File: src/rtl/muldiv_seq.sv
// muldiv_seq: iterative RISC-V M-extension unit. One (XLEN+1)-bit add/sub
// step per cycle: shift-and-add multiply, restoring shift-and-subtract divide.
// Signed operands are converted to magnitudes up front and the sign is
// reapplied once at the end, so the datapath core is purely unsigned.
module muldiv_seq #(
    parameter int XLEN = 32
) (
    input  logic            clk,
    input  logic            rst,
    input  logic            kill,
    input  logic            in_valid,
    output logic            in_ready,
    input  logic [2:0]      op,
    input  logic [XLEN-1:0] a,
    input  logic [XLEN-1:0] b,
    output logic            out_valid,
    input  logic            out_ready,
    output logic [XLEN-1:0] result,
    output logic            busy
);

    localparam int CW = $clog2(XLEN);

    localparam logic [2:0] S_IDLE = 3'd0;
    localparam logic [2:0] S_PREP = 3'd1;
    localparam logic [2:0] S_CALC = 3'd2;
    localparam logic [2:0] S_FIX  = 3'd3;
    localparam logic [2:0] S_DONE = 3'd4;

    localparam logic [2:0] OP_MUL    = 3'b000;
    localparam logic [2:0] OP_MULH   = 3'b001;
    localparam logic [2:0] OP_MULHSU = 3'b010;
    localparam logic [2:0] OP_DIV    = 3'b100;
    localparam logic [2:0] OP_REM    = 3'b110;

    localparam logic [XLEN-1:0] ALL_ONES = {XLEN{1'b1}};
    localparam logic [XLEN-1:0] MIN_NEG  = {1'b1, {(XLEN-1){1'b0}}};

    logic [2:0]      state;
    logic [2:0]      op_q;
    logic [XLEN-1:0] a_q;
    logic [XLEN-1:0] b_q;
    logic [CW-1:0]   counter;
    logic            neg_res;
    logic [2*XLEN:0] acc;
    logic [XLEN-1:0] mcand;
    logic [XLEN-1:0] rem;
    logic [XLEN-1:0] quo;
    logic [XLEN-1:0] divisor;

    logic            is_div;
    logic            sign_a;
    logic            sign_b;
    logic [XLEN-1:0] mag_a;
    logic [XLEN-1:0] mag_b;
    logic            special;
    logic [XLEN-1:0] special_res;
    logic [XLEN:0]   mul_sum;
    logic [2*XLEN:0] mul_next;
    logic [XLEN:0]   rem_sh;
    logic [XLEN:0]   trial;
    logic [2*XLEN-1:0] prod_fix;
    logic [XLEN-1:0] quo_fix;
    logic [XLEN-1:0] rem_fix;
    logic [XLEN-1:0] fix_res;

    assign in_ready  = (state == S_IDLE);
    assign busy      = (state != S_IDLE);
    assign out_valid = (state == S_DONE);

    // Operand decode, magnitude conversion, single-step datapath and final sign fix-up.
    always_comb begin
        is_div      = op_q[2];
        sign_a      = a_q[XLEN-1] & ((op_q == OP_MULH) | (op_q == OP_MULHSU) |
                                     (op_q == OP_DIV) | (op_q == OP_REM));
        sign_b      = b_q[XLEN-1] & ((op_q == OP_MULH) | (op_q == OP_DIV) | (op_q == OP_REM));
        mag_a       = sign_a ? (~a_q + 1'b1) : a_q;
        mag_b       = sign_b ? (~b_q + 1'b1) : b_q;
        special     = 1'b0;
        special_res = '0;
        if (is_div && (b_q == '0)) begin
            special     = 1'b1;
            special_res = op_q[1] ? a_q : ALL_ONES;
        end else if (((op_q == OP_DIV) || (op_q == OP_REM)) &&
                     (a_q == MIN_NEG) && (b_q == ALL_ONES)) begin
            special     = 1'b1;
            special_res = op_q[1] ? '0 : MIN_NEG;
        end

        mul_sum  = {1'b0, acc[2*XLEN-1:XLEN]} + {1'b0, mcand};
        mul_next = acc[0] ? ({mul_sum, acc[XLEN-1:0]} >> 1) : (acc >> 1);

        rem_sh = {rem, quo[XLEN-1]};
        trial  = rem_sh - {1'b0, divisor};

        prod_fix = neg_res ? (~acc[2*XLEN-1:0] + 1'b1) : acc[2*XLEN-1:0];
        quo_fix  = neg_res ? (~quo + 1'b1) : quo;
        rem_fix  = neg_res ? (~rem + 1'b1) : rem;

        if (is_div) begin
            fix_res = op_q[1] ? rem_fix : quo_fix;
        end else begin
            fix_res = (op_q == OP_MUL) ? prod_fix[XLEN-1:0] : prod_fix[2*XLEN-1:XLEN];
        end
    end

    // Sequencer: accept, prepare magnitudes, iterate XLEN steps, fix sign, hold result.
    always_ff @(posedge clk) begin
        if (rst) begin
            state   <= S_IDLE;
            op_q    <= '0;
            a_q     <= '0;
            b_q     <= '0;
            counter <= '0;
            neg_res <= 1'b0;
            acc     <= '0;
            mcand   <= '0;
            rem     <= '0;
            quo     <= '0;
            divisor <= '0;
            result  <= '0;
        end else if (kill) begin
            state <= S_IDLE;
        end else begin
            case (state)
                S_IDLE: begin
                    if (in_valid) begin
                        op_q  <= op;
                        a_q   <= a;
                        b_q   <= b;
                        state <= S_PREP;
                    end
                end
                S_PREP: begin
                    acc     <= {{(XLEN+1){1'b0}}, mag_b};
                    mcand   <= mag_a;
                    quo     <= mag_a;
                    divisor <= mag_b;
                    rem     <= '0;
                    neg_res <= (is_div && op_q[1]) ? sign_a : (sign_a ^ sign_b);
                    if (special) begin
                        result <= special_res;
                        state  <= S_DONE;
                    end else begin
                        counter <= CW'(XLEN - 1);
                        state   <= S_CALC;
                    end
                end
                S_CALC: begin
                    if (is_div) begin
                        if (!trial[XLEN]) begin
                            rem <= trial[XLEN-1:0];
                            quo <= {quo[XLEN-2:0], 1'b1};
                        end else begin
                            rem <= rem_sh[XLEN-1:0];
                            quo <= {quo[XLEN-2:0], 1'b0};
                        end
                    end else begin
                        acc <= mul_next;
                    end
                    if (counter == '0) begin
                        state <= S_FIX;
                    end else begin
                        counter <= counter - 1'b1;
                    end
                end
                S_FIX: begin
                    result <= fix_res;
                    state  <= S_DONE;
                end
                S_DONE: begin
                    if (out_ready) begin
                        state <= S_IDLE;
                    end
                end
                default: state <= S_IDLE;
            endcase
        end
    end

endmodule
File: config.mk
export PLATFORM = sky130hd
export DESIGN_NAME = muldiv_seq
export DESIGN_NICKNAME = d
export VERILOG_FILES = /design/src/rtl/muldiv_seq.sv
export SDC_FILE = /design/constraint.sdc
export NUM_CORES = 1
export LEC_CHECK = 0
export CORE_ASPECT_RATIO = 1.2
export CORE_MARGIN = 3
export CORE_UTILIZATION = 50
export DETAILED_ROUTE_END_ITERATION = 16
export PLACE_DENSITY = 0.68
export SLEW_MARGIN = 20
export SYNTH_ARGS = -nofsm -noshare
export SYNTH_HDL_FRONTEND = slang
export SYNTH_SLANG_ARGS = --single-unit
File: constraint.sdc
create_clock -name clk -period 4 [get_ports clk]
set_input_delay 0.8 -clock clk [delete_from_list [all_inputs] [get_ports clk]]
set_output_delay 0.8 -clock clk [all_outputs]
set_load 0.005 [all_outputs]
==> results.md, run 1 <==
* Largest net degree at the start of global routing at approximately 130
* Synth top area share at approximately 29%
* Most used routing layer: met2
* Vias/cell at roughly 6.5
* Drt drc at 0
* Worst Path Required at roughly 4400 ps
* PD cells at 318 nW/um^2
* M1 GR Usage at between 40% and 50%
* Root buf cell: clkbuf_16
* Layout cell share with drive strength beyond 1 at 7.71%
* Site Rows at 80
* Die Height at approximately 230 um
* Crit. End Element: register
* RD Place Congestion at 1.05
* Status: finished clean
* Critical Path, Cell by Cell: inv_1 -> ha_1 -> fa_1 -> nand2b_1 -> a21o_1 -> a211o_1 -> a2111o_1 -> and3_1 -> and4_1 -> nor3_4 -> buf_12 -> mux2i_1 -> a211oi_1
* Vias in the first global route at between 20000 and 25000
* Initial Utilization at 51.1%
* Reg clk slew, reported paths at approximately 60 ps
* Endpoints failing setup at 0
* First-pass GRT wire length at roughly 120 mm
* DR iter-0 viols at approximately 2200
* Hpwl dp at 63.0 mm
* Crit path largest cell delay at ~460 ps
* Post-synthesis sequential area ratio at slightly below 30%
* Register area at ~6000 um^2
* Yosys warning count at 0
* Syn Area/Cell at between 7 and 8 um^2
* Tcrit/Tclk final at a little over nine tenths
* Total Routing Usage GR at 37.1%
* Vias at 21600
* Crit-path leading delay family: compound AO/OA/AOI/OAI gates
* CTS Hold Bufs at 0
* Cell variety after synth at 92
* Max-Cap Viols at 0
* Leakage at approximately 0.009 uW
* Buf+Inv Stages, Crit Path at 2
* Endpoints failing hold at 0
* Max FO, Critical Path at 38
* Register-to-register setup slack at a little over 200 ps
* FILL cells at ~3800
* Initial antenna violation count at 0
* Critical path arrival at roughly 4200 ps
* Number of synthesized flops with an enable pin at 0
* Synthesized area at 20400 um^2
* ANT cells at 0
* RSZ-0062 raised after global routing: no
* Number of CTS-inserted buffers at 34
* CTS sink cnt at 300
* Synth area leader: dfxtp_1
* Die width at about 190 um
* Grt met3 use at about 5.3%
* Final Util at about three fifths
* Multi-input gate area at 13400 um^2
* Register bit count reported by yosys at 300
* Ranking of synthesized cells by area: dfxtp_1 (29%), a21oi_1 (8.2%), nand2_1 (8.1%)
* Post-CTS Setup Bufs at 0
* Post-synthesis cell count at ~2700
* Drt first pass iters at 6
* Worst Max-Slew Pin Slew at approximately 890 ps
* Final Max Tran Viols at 0
* Layout Area Growth over Synthesis at 14.5%
* GR Util met2 at ~59%
* GRT Residual Overflow at 0
* Syn_nets at around 2900
* Type of origin of the critical path: register
* Core box area at around 40000 um^2
* Hold crit path type: register to register
* Synth cell count leaders: nand2_1 (440), a21oi_1 (335), dfxtp_1 (300)
* VDD IR max at 0.300 mV
* WL/cell at 24.8 um
* Post-synth top flop: dfxtp_1
* Clk_skew at around 23 ps
* Post-CTS Resized at 0
* Clock Tree Buf Depth at 3
* Min Clock Period, post-route at roughly 3800 ps
* Post-synth ARST share at 0%
* Antenna-violating nets left at 0
* Fin Setup TNS at 0 ps
* Relative slew slack at 39.2%
* Crit Path Class: register to register
* Most frequent cell after synthesis: nand2_1
* Fmax at between 200 and 300 MHz
* WL final at 82.9 mm
* Port Buffers at approximately 110
* TritonCTS clock tree: built
* Die ar. at about 43000 um^2
* # IOs at 107
* Clk Latency, worst-skew pair at 560 ps
* Nets at between 2000 and 3000
* Slowest CP cell: a2111o_1
* Htree depth at 2
==> placed cells by master (no fill, tap or decap), types with 26 or more instances in the layout <==
cell / n
a31oi_1: 26
xor2_1: 84
o31ai_1: 37
nor3_1: 59
dfxtp_1: 298
mux2i_1: 45
a22oi_1: 66
nor4_1: 26
nand2_1: 439
a211oi_1: 33
xnor2_1: 88
nand3_1: 61
clkdlybuf4s50_1: 105
ha_1: 72
clkbuf_16: 37
a21oi_1: 335
a21o_1: 33
inv_1: 80
o21ai_0: 128
buf_4: 99
nor2_1: 168
o211ai_1: 36
==> power by group <==
group	internal [uW]	switching, uW	leakage, uW
combinational	416	701	0.00605
clock	1870	1340	0.000558
sequential	3040	80.9	0.00243
==> path summary, 6_finish.rpt <==
kind,from,endpoint,depth (start not counted)
hold reg to reg,mcand[27]$_SDFFE_PP0P_,mcand[27]$_SDFFE_PP0P_,2
setup / recovery,quo[31]$_SDFFE_PP0P_,rem[18]$_SDFFE_PP0P_,13
hold / removal,mcand[27]$_SDFFE_PP0P_,mcand[27]$_SDFFE_PP0P_,2
setup reg to reg,quo[31]$_SDFFE_PP0P_,rem[18]$_SDFFE_PP0P_,13
==> layer usage <==
metal / routed length (um) / vias up
li1: - / 10100
met1: 32500 / 10400
met2: 37500 / 921
met3: 5370 / 269
met4: 7540 / 0
met5: 0 / -
==> sequential cells by signal (all words and copies together), names as in the netlist <==
register  count
acc          64
a_q          32
b_q          32
divisor      32
mcand        32
quo          32
rem          32
result       32
counter       5
op_q          3
state         3
neg_res       1
==> logic make-up (layout without fill, tap and decap cells) <==
| logic type | after synthesis | in the layout | synth area share (%) |
|---|---|---|---|
| DFF | 300 | 300 | 29.4 |
| buffers and inverters | 283 | 353 | 5.48 |
| adders and majority gates | 74 | 74 | 4.60 |
| and+or+nand+nor | 959 | 959 | 22.3 |
| xor gates and xnor gates | 172 | 172 | 7.37 |
| AOI/OAI and AO/OA | 900 | 900 | 27.9 |
| muxes | 55 | 55 | 2.97 |
==> final cells by class <==
class                   instances  share of cell area (%)
clock inverters                11                   0.390
flip-flops and latches        300                    25.7
multi-input cells            2160                    57.1
clock buffers                  50                    4.42
repair buffers                211                    8.23
inverters                      81                    1.30
well taps                     533                    2.85
==> worst min-delay path, cell delays in order (launching register included) <==
cell and delay, ps:
dfxtp_1 310, nand2_1 60, nand2_1 40
==> through the flow <==
step                instances  setup WS [ps]  power, uW  instance area (um^2)  hold slack [ps]
floorplan                2743            686       3870                 20400              426
global placement         3285            364       4270                 22300              440
detailed placement       3285            246       4280                 22300              442
CTS                      3346            205       7450                 23400              451
global route             3346           98.5       7690                 23400              467
finish                   3346            202       7440                 23400              453
Note: power is estimated with default switching activity, not from simulation.
==> run 2: changes to the inputs <==
Settings changed: CAP_MARGIN from default to 20.
==> results of run 2 <==
Final layout, timing and power as in run 1 (identical DEF).
